$ cat config.mk
export PLATFORM = sky130hd
export DESIGN_NAME = frog_referee
export DESIGN_NICKNAME = d
export VERILOG_FILES = /design/src/rtl/frog_pkg.sv /design/src/rtl/frog_referee_box_overlap.sv /design/src/rtl/frog_referee.sv
export SDC_FILE = /design/constraint.sdc
export NUM_CORES = 1
export LEC_CHECK = 0
export CAP_MARGIN = 20
export CORE_MARGIN = 2
export CORE_UTILIZATION = 45
export CTS_BUF_LIST = sky130_fd_sc_hd__clkbuf_16
export DETAILED_ROUTE_END_ITERATION = 8
export DONT_BUFFER_PORTS = 1
export GPL_ROUTABILITY_DRIVEN = 0
export PLACE_DENSITY = 0.66
export SYNTH_ARGS = -nofsm -noshare
export SYNTH_HDL_FRONTEND = slang
export SYNTH_SLANG_ARGS = --single-unit
$ cat constraint.sdc
create_clock -name i_clk -period 4.8 [get_ports i_clk]
set_input_delay 0.24 -clock i_clk [delete_from_list [all_inputs] [get_ports i_clk]]
set_output_delay 0.24 -clock i_clk [all_outputs]
set_load 0.05 [all_outputs]
$ cat src/rtl/frog_pkg.sv
// Shared types and constants for the frog referee: game states, playfield
// geometry, score increments and a saturating score adder.
package frog_pkg;

  typedef enum logic [2:0] {
    PLAY,
    DYING,
    RESPAWN,
    GAME_OVER,
    WIN
  } state_e;

  localparam int HOP_DIS   = 48;
  localparam int D_WIDTH   = 640;
  localparam int D_HEIGHT  = 480;

  localparam int ROW_PTS   = 10;
  localparam int HOME_PTS  = 100;
  localparam int SCORE_MAX = 999;

  function automatic logic [9:0] sat_add(input logic [9:0] a, input int unsigned inc);
    logic [10:0] s;
    s = {1'b0, a} + 11'(inc);
    return (s > 11'(SCORE_MAX)) ? 10'(SCORE_MAX) : s[9:0];
  endfunction

endpackage

$ cat src/rtl/frog_referee_box_overlap.sv
// Strict axis-aligned overlap test between two boxes; touching edges do not count.
module box_overlap (
  input  logic [11:0] a_x1_i,
  input  logic [11:0] a_x2_i,
  input  logic [11:0] a_y1_i,
  input  logic [11:0] a_y2_i,
  input  logic [11:0] b_x1_i,
  input  logic [11:0] b_x2_i,
  input  logic [11:0] b_y1_i,
  input  logic [11:0] b_y2_i,
  output logic        hit_o
);

  assign hit_o = (a_x1_i < b_x2_i) && (b_x1_i < a_x2_i) &&
                 (a_y1_i < b_y2_i) && (b_y1_i < a_y2_i);

endmodule

$ cat src/rtl/frog_referee.sv
// Frog game referee: collision/off-screen/home detection, lives, score and end state.
// Optional per-life countdown timer enabled by defining FROG_REFEREE_TIMER_EN.
module frog_referee #(
  parameter int N_OBS          = 4,
  parameter int LIVES          = 3,
  parameter int DEAD_FRAMES    = 2,
  parameter int RESPAWN_FRAMES = 30,
  parameter int START_Y        = 469,
  parameter int HOME_Y         = 37,
  parameter int HOP_DIS        = frog_pkg::HOP_DIS,
  parameter int D_WIDTH        = frog_pkg::D_WIDTH,
  parameter int D_HEIGHT       = frog_pkg::D_HEIGHT
`ifdef FROG_REFEREE_TIMER_EN
  , parameter int TIME_FRAMES  = 1800
`endif
) (
  input  logic                  i_clk,
  input  logic                  i_rst,
  input  logic                  i_ani_stb,
  input  logic                  i_animate,
  input  logic [11:0]           i_frog_x1,
  input  logic [11:0]           i_frog_x2,
  input  logic [11:0]           i_frog_y1,
  input  logic [11:0]           i_frog_y2,
  input  logic [12*N_OBS-1:0]   i_obs_x1,
  input  logic [12*N_OBS-1:0]   i_obs_x2,
  input  logic [12*N_OBS-1:0]   i_obs_y1,
  input  logic [12*N_OBS-1:0]   i_obs_y2,
  output logic                  o_dead,
  output logic [2:0]            o_lives,
  output logic [9:0]            o_score,
  output logic                  o_game_over,
  output logic                  o_win,
  output logic [10:0]           o_time
);
  import frog_pkg::*;

  localparam int CNT_MAX = (DEAD_FRAMES > RESPAWN_FRAMES) ? DEAD_FRAMES : RESPAWN_FRAMES;
  localparam int CW      = $clog2(CNT_MAX + 1);

  state_e          state_q;
  logic [CW-1:0]   cnt_q;
  logic [2:0]      lives_q;
  logic [9:0]      score_q;
  logic [11:0]     furthest_q;
  logic            dead_q;
  logic            win_q;
  logic            game_over_q;

  logic                step;
  logic [N_OBS-1:0]    hit_vec;
  logic                off_screen;
  logic [12:0]         y_sum;
  logic [11:0]         centre_y;
  logic                at_home;
  logic                new_row;
  logic                timeout;
  logic                die;

  assign step = i_animate & i_ani_stb;

  generate
    for (genvar gi = 0; gi < N_OBS; gi++) begin : g_obs
      box_overlap u_overlap (
        .a_x1_i (i_frog_x1),
        .a_x2_i (i_frog_x2),
        .a_y1_i (i_frog_y1),
        .a_y2_i (i_frog_y2),
        .b_x1_i (i_obs_x1[12*gi +: 12]),
        .b_x2_i (i_obs_x2[12*gi +: 12]),
        .b_y1_i (i_obs_y1[12*gi +: 12]),
        .b_y2_i (i_obs_y2[12*gi +: 12]),
        .hit_o  (hit_vec[gi])
      );
    end
  endgenerate

  // A wrapped left/top edge shows up as x1 > x2 after 12-bit underflow.
  assign off_screen = (i_frog_x1 > i_frog_x2) || (i_frog_y1 > i_frog_y2) ||
                      (i_frog_x2 > 12'(D_WIDTH)) || (i_frog_y2 > 12'(D_HEIGHT));

  assign y_sum    = {1'b0, i_frog_y1} + {1'b0, i_frog_y2};
  assign centre_y = y_sum[12:1];
  assign at_home  = (centre_y <= 12'(HOME_Y));
  assign new_row  = (({1'b0, centre_y} + 13'(HOP_DIS)) <= {1'b0, furthest_q});

`ifdef FROG_REFEREE_TIMER_EN
  logic [10:0] time_q;
  // Timeout fires on the step that brings the counter to zero.
  assign timeout = (time_q <= 11'd1);
  assign o_time  = time_q;
`else
  assign timeout = 1'b0;
  assign o_time  = '0;
`endif

  assign die = (|hit_vec) || off_screen || timeout;

  always_ff @(posedge i_clk) begin
    if (i_rst) begin
      state_q     <= PLAY;
      cnt_q       <= '0;
      lives_q     <= 3'(LIVES);
      score_q     <= '0;
      furthest_q  <= 12'(START_Y);
      dead_q      <= 1'b0;
      win_q       <= 1'b0;
      game_over_q <= 1'b0;
`ifdef FROG_REFEREE_TIMER_EN
      time_q      <= 11'(TIME_FRAMES);
`endif
    end else if (step) begin
      case (state_q)
        PLAY: begin
`ifdef FROG_REFEREE_TIMER_EN
          if (time_q != '0) time_q <= time_q - 1'b1;
`endif
          if (die) begin
            if (lives_q != '0) lives_q <= lives_q - 1'b1;
            furthest_q <= 12'(START_Y);
            cnt_q      <= '0;
            dead_q     <= 1'b1;
            state_q    <= DYING;
          end else if (at_home) begin
            score_q <= sat_add(score_q, HOME_PTS);
            win_q   <= 1'b1;
            state_q <= WIN;
          end else if (new_row) begin
            score_q    <= sat_add(score_q, ROW_PTS);
            furthest_q <= furthest_q - 12'(HOP_DIS);
          end
        end
        DYING: begin
          if (cnt_q == CW'(DEAD_FRAMES - 1)) begin
            cnt_q  <= '0;
            dead_q <= 1'b0;
            if (lives_q == '0) begin
              game_over_q <= 1'b1;
              state_q     <= GAME_OVER;
            end else begin
              state_q <= RESPAWN;
            end
          end else begin
            cnt_q <= cnt_q + 1'b1;
          end
        end
        RESPAWN: begin
          if (cnt_q == CW'(RESPAWN_FRAMES - 1)) begin
            cnt_q   <= '0;
            state_q <= PLAY;
`ifdef FROG_REFEREE_TIMER_EN
            time_q  <= 11'(TIME_FRAMES);
`endif
          end else begin
            cnt_q <= cnt_q + 1'b1;
          end
        end
        default: ;
      endcase
    end
  end

  assign o_dead      = dead_q;
  assign o_lives     = lives_q;
  assign o_score     = score_q;
  assign o_game_over = game_over_q;
  assign o_win       = win_q;

endmodule

==> results of run 1 <==
worst min-delay path by stage:
| stage | start | cells past startpoint | slack (ps) | to |
|---|---|---|---|---|
| after global routing | i_rst | 1 | 20 | cnt_q[3]$_SDFFE_PP0P_ |
| after floorplan | furthest_q[2]$_SDFFE_PP1P_ | 2 | 440 | furthest_q[2]$_SDFFE_PP1P_ |
| final | i_rst | 1 | 30 | o_win$_SDFFE_PP0P_ |
| after global placement | i_rst | 1 | 310 | o_score[9]$_SDFFE_PP0P_ |
| after detailed placement | i_rst | 1 | 310 | furthest_q[5]$_SDFFE_PP0P_ |
| after CTS | i_rst | 1 | 20 | cnt_q[3]$_SDFFE_PP0P_ |
through the flow:
step | cells | cell area [um2]
2_1_floorplan | 1074 | 8353
3_3_place_gp | 1288 | 8573
3_5_place_dp | 1288 | 8573
4_1_cts | 1296 | 8763
5_1_grt | 1296 | 8765
6_report | 1296 | 8765
where the power goes:
part           total [mW]  switching [mW]  internal (mW)
clock network       0.418           0.122          0.296
registers           0.290          0.0117          0.279
logic               0.719           0.417          0.302
registers in the layout, indices dropped and copies added (netlist names):
name         count
o_game_over      1
o_lives          3
furthest_q       9
o_win            1
o_dead           1
state_q          3
cnt_q            5
o_score         10
kinds of logic after synthesis:
| family | synth area share, % |
|---|---|
| AO/OA/AOI/OAI | 26.59 |
| XOR/XNOR | 2.001 |
| adder cells (fa/ha/maj) | 35.75 |
| buffers and inverters | 9.329 |
| flip-flops | 7.945 |
| multiplexers | 0.2408 |
| other | 0.04510 |
| AND/OR/NAND/NOR | 18.10 |
worst register-to-register path: stages (launching register included):
cell and delay, ps:
dfxtp_1 810, ha_1 260, a21oi_1 60, a31oi_1 290
or3_1 160, a211oi_1 70, a2111oi_2 670, nor2_1 180
a22o_1 280, a311oi_2 260
area by class of cell:
| type | instances | area (um2) | area share [%] |
|---|---|---|---|
| flip-flops and latches | 33 | 660.6 | 7.537 |
| clock buffers | 5 | 125.1 | 1.428 |
| multi-input cells | 855 | 6918 | 78.93 |
| well taps | 229 | 286.5 | 3.269 |
| clock inverters | 3 | 65.06 | 0.7423 |
| inverters | 153 | 574.3 | 6.552 |
| repair buffers | 18 | 135.1 | 1.542 |
cells in the mapped netlist, drive strengths merged, types with 17 or more instances:
cell	instances
a21oi	81
nand2	52
nand3	25
a31oi	17
dfxtp	33
ha	236
a21o	21
inv	153
a211oi	21
o211ai	24
o21ai	37
buf	21
nor3	24
xnor2	18
nand4	30
nor2	58
per-layer routing:
layer | GRT usage, % | share of wire [%] | vias to the layer above
met5 | 0 | 0 | -
met4 | 6.579 | 3.2 | 0
met3 | 4.889 | 6.4 | 46
met2 | 44.80 | 49 | 249
met1 | 30.96 | 42 | 3718
li1 | - | - | 3957
==> flow_metrics.tcl, run 1 <==
set metrics [dict create \
    clock_tree.buffer_depth 2 \
    antenna-diode-count 0 \
    drc_errors 0 \
    fp.dieW_um 139.9 \
    synthDominantAreaCellType "ha_1" \
    cp_data_arrival_time_ps 4550 \
    drtAntennaViolNets 0 \
    worst_path_max_delay_cell "fa_1" \
    num_vias 7970 \
    r2r_setup_slack_ps 1660 \
    cts_hold_repair.buffers 0 \
    synth_enable_flop_cells 0 \
    worst_slack_ps 439.8 \
    required_ps 4990 \
    post_route_cells_drive_above_1_share_pct 5.811 \
    syn-cell-area_um2 8315 \
    first_iter_violations 369 \
    floorplan.die.height_um 139.9 \
    detailedPlacementHpwl_um 22470 \
    ctsResizeCount 0 \
    cpPeakStageDelay_ps 450 \
    finalHoldViolCount 0 \
    fmax_ghz 0.2293 \
    final_nets 1547 \
    wire_per_inst_um 19.79 \
    cts.htree.levels 2 \
    global_route_wire_length_before_repair_um 40360 \
    status "finished clean" \
    hold_ws_ps 30.48 \
    cts.root.buffer_cell "clkbuf_16" \
    maximum_number_of_pins_on_one_net_before_global_route_repair 27 \
    total_leakage_power_nw 4.283 \
    rows 49 \
    unrepaired_setup_endpoints_after_global_routing "no" \
    synth-warning-count 0 \
    critical-path-top-delay-family "compound AO/OA/AOI/OAI gates" \
    floorplan.core_area_um2 18020 \
    power_density_nw_per_um2 162.9 \
    ys_seq_elements 33 \
    layout_common_cells "236 x ha_1, 152 x inv_1, 81 x a21oi_1, 56 x nor2_1, 51 x nand2_1" \
    async_flop_share_pct 0 \
    global_route_total_overflow 0 \
    grt.total_usage_pct 25.14 \
    crit_buf_inv 3 \
    drv_cap 0 \
    final_common_cell "ha_1" \
    clkTransAtPathRegs_ps 60 \
    port-buffer-count 0 \
    viasPerCell 6.150 \
    total_clock_sinks 33 \
    synth.area.top_cells "ha_1 36%, dfxtp_1 7.9%, inv_1 6.9%" \
    cts-buffers-inserted 5 \
    pre_cts_slack_ps 147.2 \
    tritoncts "yes" \
    clock_skew_ps 3.600 \
    fillerInstances 1834 \
    start_kind "input port" \
    synth.lib_cells_used.distinct 86 \
    grt_pass1_vias 7848 \
    worst_setup_path_startpoint "i_frog_y1[0]" \
    setup_tns_ps 0 \
    post-cts-setup-buffer-count 0 \
    die-area_um2 19580 \
    drt_pass1_iterations 4 \
    critical_path.most_common_cell "ha_1" \
    drt-total-wl_um 25650 \
    final.period_utilization_pct 90.84 \
    critical_path.endpoint_type "flop" \
    finalWorstPathRequiredPeriod_ps 4360 \
    vdd_drop_max_uv 227.5 \
    slew_headroom_pct 40.69 \
    total_power_mw 1.428 \
    synth_area_per_cell_um2 7.815 \
    synth-seq-area-share_pct 7.945 \
    critical_path.cell_chain "ha_1 -> inv_1 -> fa_1 -> nor2_1 -> o311a_1 -> nor2_1 -> xnor2_1 -> ha_1 -> inv_1 -> o31ai_1 -> a2111oi_4 -> xnor2_1 -> ha_1 -> a21o_1 -> a21oi_1 -> o211a_1 -> o31ai_1 -> a21o_1 -> a31oi_4 -> o211ai_2 -> buf_4 -> o21a_1 -> a311oi_2" \
    r2r.worst_path.cells 9 \
    timing_worst_slew_pin_value_ps 888.4 \
    worstReg2RegEnd "o_score[9]$_SDFFE_PP0P_" \
    endpoint "o_score[1]$_SDFFE_PP0P_" \
    final_util_pct 48.63 \
    report.final.setup_viol 0 \
    post_synth_inst_count 1064 \
    dominantRegCellSynth "dfxtp_1" \
    worst_r2r_startpoint "o_score[1]$_SDFFE_PP0P_" \
    worst_hold_path_type "input port to flop" \
    initial_core_util_pct 46.13 \
    share_of_the_synthesized_area_in_the_top_cell_type_pct 35.51 \
    top_level_ports 271 \
    path_max_fanout 8 \
    path_depth 23 \
    area_growth_from_synthesis_to_layout_pct 5.402 \
    grt_antenna_before_repair 0 \
    critPathKind "input port to flop" \
    final-max-slew-violation-count 0 \
    clkLatencyLatePin_ps 280 \
]
Power figures use the tool's default switching activity.
==> inputs of run 2 (changes only) <==
--- a/config.mk
+++ b/config.mk
@@ -13,6 +13,7 @@
 export DONT_BUFFER_PORTS = 1
 export GPL_ROUTABILITY_DRIVEN = 0
 export PLACE_DENSITY = 0.66
+export REMOVE_ABC_BUFFERS = 1
 export SYNTH_ARGS = -nofsm -noshare
 export SYNTH_HDL_FRONTEND = slang
 export SYNTH_SLANG_ARGS = --single-unit
==> run 2 against run 1 <==
  * Critical path depth fell by 4
  * Critical path type unchanged
  * Clock skew rose by 1.8 ps
  * Maximum frequency fell by 1.3%
  * Power fell by 7.5%
  * Wire length fell by 0.67%
  * First-iteration DRC count fell by 16%
  * Combinational power barely moved
  * Highest routed layer unchanged
  * Flip-flop and latch count did not move
  * Core utilization fell by 0.13 points
  * Largest cell class unchanged
==> flow_metrics.tcl, run 2 (synthesis gave the netlist of run 1 again) <==
set metrics [dict create \
    layout_common_cells "236 x ha_1, 152 x inv_1, 81 x a21oi_1, 56 x nor2_1, 51 x nand2_1" \
    worst_hold_path_stage_count 1 \
    tritoncts "yes" \
    area_growth_from_synthesis_to_layout_pct 5.116 \
    global_route_wire_length_before_repair_um 39710 \
    critical_path.endpoint_type "flop" \
    critPathKind "input port to flop" \
    start_kind "input port" \
    setup_tns_ps 0 \
    total_leakage_power_nw 4.275 \
    finalHoldViolCount 0 \
    required_ps 5010 \
    clkTransAtPathRegs_ps 60 \
    report.final.setup_viol 0 \
    floorplan.die.height_um 139.9 \
    viasPerCell 6.102 \
    rows 49 \
    maximum_number_of_pins_on_one_net_before_global_route_repair 27 \
    top_level_ports 271 \
    antenna-diode-count 0 \
    power_density_nw_per_um2 151.1 \
    cts.htree.levels 2 \
    fmax_ghz 0.2264 \
    num_vias 7933 \
    path_depth 19 \
    worst_path_max_delay_cell "a2111oi_0" \
    detailedPlacementHpwl_um 22260 \
    die-area_um2 19580 \
    grt_pass1_vias 7787 \
    clkLatencyLatePin_ps 280 \
    wire_per_inst_um 19.60 \
    total_clock_sinks 33 \
    ctsResizeCount 0 \
    post_route_cells_drive_above_1_share_pct 5.976 \
    cts-buffers-inserted 5 \
    worst_hold_path_type "input port to flop" \
    r2r.worst_path.cells 10 \
    cpPeakStageDelay_ps 540 \
    port-buffer-count 0 \
    final.period_utilization_pct 92.03 \
    timing_worst_slew_pin_value_ps 894.3 \
    clock_tree.buffer_depth 2 \
    place_inst 1292 \
    cts.root.buffer_cell "clkbuf_16" \
    final_cell_area_um2 8741 \
    final_nets 1551 \
    slew_headroom_pct 40.30 \
    drtAntennaViolNets 0 \
    pre_cts_slack_ps 118.6 \
    largest_register_ff_count 10 \
    first_iter_violations 309 \
    grt_antenna_before_repair 0 \
    unrepaired_setup_endpoints_after_global_routing "no" \
    path_max_fanout 5 \
    drv_cap 0 \
    final-max-slew-violation-count 0 \
    drt_pass1_iterations 5 \
    postPlaceCellArea_um2 8603 \
    initial_core_util_pct 46.13 \
    final_common_cell "ha_1" \
    post-cts-setup-buffer-count 0 \
    crit_buf_inv 1 \
    drc_errors 0 \
    vdd_drop_max_uv 178.9 \
    floorplan.core_area_um2 18020 \
    clock_skew_ps 5.409 \
    status "finished clean" \
    global_route_total_overflow 0 \
    critical-path-top-delay-family "compound AO/OA/AOI/OAI gates" \
    fp.dieW_um 139.9 \
    critical_path.cell_chain "ha_1 -> inv_1 -> fa_1 -> nor2_1 -> o311ai_1 -> a2111oi_0 -> o31ai_1 -> a2111oi_4 -> xnor2_1 -> ha_1 -> a21o_1 -> a21oi_1 -> o211a_1 -> o31ai_1 -> a21o_1 -> a31oi_4 -> nand2_2 -> or4_1 -> a21oi_1" \
    grt.total_usage_pct 24.90 \
    worst_slack_ps 382.4 \
    fin_cells 1300 \
    fillerInstances 1821 \
    drt-total-wl_um 25470 \
    cts_hold_repair.buffers 0 \
    cp_data_arrival_time_ps 4630 \
    hold_ws_ps 23.26 \
    finalWorstPathRequiredPeriod_ps 4418 \
]
## run 2: cell count changes in the layout (fill, tap and decap cells not counted), sizes merged
cell,before,now
buf,18,22
clkinv,1,3
bufinv,2,0
## run 2: path summary, 6_finish.rpt
kind                                               from                           to  slack (ps)
worst max-delay path                       i_frog_y1[0]  furthest_q[11]$_SDFFE_PP0P_         380
worst min register to register    cnt_q[4]$_SDFFE_PP0P_        cnt_q[4]$_SDFFE_PP0P_         490
worst max register to register  o_score[1]$_SDFFE_PP0P_      o_score[5]$_SDFFE_PP0P_        1670
worst min-delay path                              i_rst      o_score[2]$_SDFFE_PP0P_          20
## run 2: power by group
group	switching, mW	internal (mW)	total, mW
logic	0.416	0.304	0.721
clock network	0.121	0.188	0.309
registers	0.0122	0.279	0.291
## run 2: layout make-up
class | count | area, um2 | share of cell area (%)
Timing Repair Buffer | 22 | 165.2 | 1.889
Clock buffer | 5 | 125.1 | 1.431
Multi-Input combinational cell | 855 | 6917 | 79.13
Sequential cell | 33 | 660.6 | 7.558
Clock inverter | 3 | 12.51 | 0.1431
Inverter | 153 | 574.3 | 6.570
Tap cell | 229 | 286.5 | 3.278
## run 2: per-layer routing
layer	track usage [%]	vias up	share of wire, %
li1	-	3960	-
met3	4.103	39	5.9
met2	44.57	251	49
met1	31.13	3683	42
met4	6.105	0	2.7
met5	0	-	0
## run 2: per-stage QoR
stage	util (%)	power [mW]
final	48.49	1.320
after global placement	47.73	0.9991
after detailed placement	47.73	1.016
after global routing	48.49	1.443
after floorplan	-	0.8383
after CTS	48.49	1.328
==> inputs of run 3 (changes only) <==
--- a/config.mk
+++ b/config.mk
@@ -6,7 +6,7 @@
 export NUM_CORES = 1
 export LEC_CHECK = 0
 export CAP_MARGIN = 20
-export CORE_MARGIN = 2
+export CORE_MARGIN = 8
 export CORE_UTILIZATION = 45
 export CTS_BUF_LIST = sky130_fd_sc_hd__clkbuf_16
 export DETAILED_ROUTE_END_ITERATION = 8
==> run 3 against run 2 <==
  * Design area decreased by 0.17%
  * First-iteration DRC count grew 27%
  * Worst setup slack better by 120 ps
  * Final cell count shrank 0.15%
  * Worst hold slack better by 2.2 ps
  * Critical path depth is the same
  * Wire length rose by 5.5%
  * Clock skew grew 4.1 ps
  * Critical path type unchanged
  * Critical endpoint unchanged
==> flow_metrics.tcl, run 3 (synthesis gave the netlist of run 1 again) <==
set metrics [dict create \
    status "finished clean" \
    cts_hold_repair.buffers 0 \
    r2r.worst_path.cells 9 \
    total_power_mw 1.323 \
    path_depth 19 \
    comb_power_share_pct 54.1 \
    post_route_cells_drive_above_1_share_pct 5.899 \
    grt_antenna_before_repair 1 \
    floorplan.core_area_um2 18020 \
    p_sw_share_pct 41.75 \
    clock_skew_ps 9.536 \
    unrepaired_setup_endpoints_after_global_routing "no" \
    fmax_ghz 0.2329 \
    post-cts-setup-buffer-count 0 \
    finalHoldViolCount 0 \
    report.final.setup_viol 0 \
    drc_errors 0 \
    floorplan.die.height_um 151.9 \
    cts-buffers-inserted 5 \
    vdd_drop_max_uv 143.1 \
    drtAntennaViolNets 0 \
    grt.total_usage_pct 22.12 \
    final.period_utilization_pct 89.46 \
    first_iter_violations 391 \
    ctsResizeCount 0 \
    tritoncts "yes" \
    critical_path.cell_chain "ha_1 -> inv_1 -> fa_1 -> nor2_1 -> o311ai_1 -> a2111oi_0 -> o31ai_1 -> a2111oi_4 -> xnor2_1 -> ha_1 -> a21o_1 -> a21oi_1 -> o211a_1 -> o31ai_1 -> a21o_1 -> a31oi_4 -> nand2_2 -> or4_1 -> a21oi_1" \
    cpPeakStageDelay_ps 520 \
    hold_ws_ps 25.48 \
    fin_cells 1298 \
    power_frac_clock_pct 23.9 \
    required_ps 5010 \
    critical_path.endpoint_type "flop" \
    path_max_fanout 5 \
    global_route_wire_length_before_repair_um 42170 \
    critPathKind "input port to flop" \
    net-switching-power_uw 552.2 \
    wire_per_inst_um 20.70 \
    grt_pass1_vias 7929 \
    port-buffer-count 0 \
    initial_core_util_pct 46.13 \
    place_inst 1289 \
    final_nets 1548 \
    num_vias 7922 \
    timing_worst_slew_pin_value_ps 911.2 \
    finalWorstPathRequiredPeriod_ps 4294 \
    die-area_um2 23080 \
    clkTransAtPathRegs_ps 60 \
    area_growth_from_synthesis_to_layout_pct 4.935 \
    cp_data_arrival_time_ps 4500 \
    rows 49 \
    critical-path-top-delay-family "compound AO/OA/AOI/OAI gates" \
    drv_cap 0 \
    largest_register_ff_count 10 \
    crit_buf_inv 1 \
    top_level_ports 271 \
    setup_tns_ps 0 \
    clock_tree.buffer_depth 2 \
    worst_hold_path_stage_count 1 \
    final_util_pct 48.41 \
    drt_pass1_iterations 5 \
    fp.dieW_um 151.9 \
    power_density_nw_per_um2 151.6 \
    viasPerCell 6.103 \
    slew_headroom_pct 39.17 \
    maximum_number_of_pins_on_one_net_before_global_route_repair 27 \
    clkLatencyLatePin_ps 280 \
    total_clock_sinks 33 \
    final-max-slew-violation-count 0 \
    worst_path_max_delay_cell "a2111oi_0" \
    layout_common_cells "236 x ha_1, 152 x inv_1, 81 x a21oi_1, 56 x nor2_1, 51 x nand2_1" \
    cts.root.buffer_cell "clkbuf_16" \
    final_common_cell "ha_1" \
    fillerInstances 1820 \
    detailedPlacementHpwl_um 23730 \
    drt-total-wl_um 26880 \
    total_leakage_power_nw 4.263 \
    sequentialPowerShare_pct 22.0 \
    cts.htree.levels 2 \
    start_kind "input port" \
    cell_internal_pwr_uw 770.5 \
    global_route_total_overflow 0 \
    worst_hold_path_type "input port to flop" \
]
[run 3: cell types whose count changed in the layout (fill, tap and decap cells not counted)]
cell | previous run | this run
buf_4 | 22 | 19
clkinv_1 | 2 | 0
clkinv_2 | 1 | 2
clkinvlp_4 | 0 | 1
diode_2 | 0 | 1
[run 3: power groups by stage]
stage | clock network, mW | logic (mW) | registers, mW
floorplan | 0 | 0.543 | 0.295
global placement | 0 | 0.700 | 0.297
detailed placement | 0 | 0.711 | 0.297
CTS | 0.320 | 0.716 | 0.291
global route | 0.332 | 0.819 | 0.291
finish | 0.316 | 0.716 | 0.291
[run 3: per-stage QoR]
step	worst slack (ps)	cell area [um2]
floorplan	402.7	8152
global placement	350.8	8581
detailed placement	277.0	8581
CTS	552.4	8723
global route	240.6	8726
finish	505.9	8726
[run 3: final cells by class]
type,count,area (um2),share of cell area [%]
clock inverters,3,17.52,0.2007
clock buffers,5,125.1,1.434
inverters,153,574.3,6.582
well taps,229,286.5,3.284
multi-input cells,855,6917,79.27
diodes,1,2.502,0.02868
repair buffers,19,142.6,1.635
flip-flops and latches,33,660.6,7.571
[run 3: metal layers]
| layer | track usage, % | vias to the layer above | part of all wire, % |
|---|---|---|---|
| met5 | 0 | - | 0 |
| met3 | 6.379 | 43 | 8.1 |
| li1 | - | 3944 | - |
| met1 | 25.03 | 3672 | 40 |
| met2 | 38.95 | 263 | 48 |
| met4 | 7.355 | 0 | 3.3 |
[run 3: path summary, 6_finish.rpt]
check | startpoint | to | slack [ps]
setup / recovery | i_frog_y1[0] | furthest_q[11]$_SDFFE_PP0P_ | 510
hold / removal | i_rst | o_score[2]$_SDFFE_PP0P_ | 30
setup reg to reg | o_score[1]$_SDFFE_PP0P_ | o_score[6]$_SDFFE_PP0P_ | 1690
hold reg to reg | furthest_q[2]$_SDFFE_PP1P_ | furthest_q[2]$_SDFFE_PP1P_ | 480
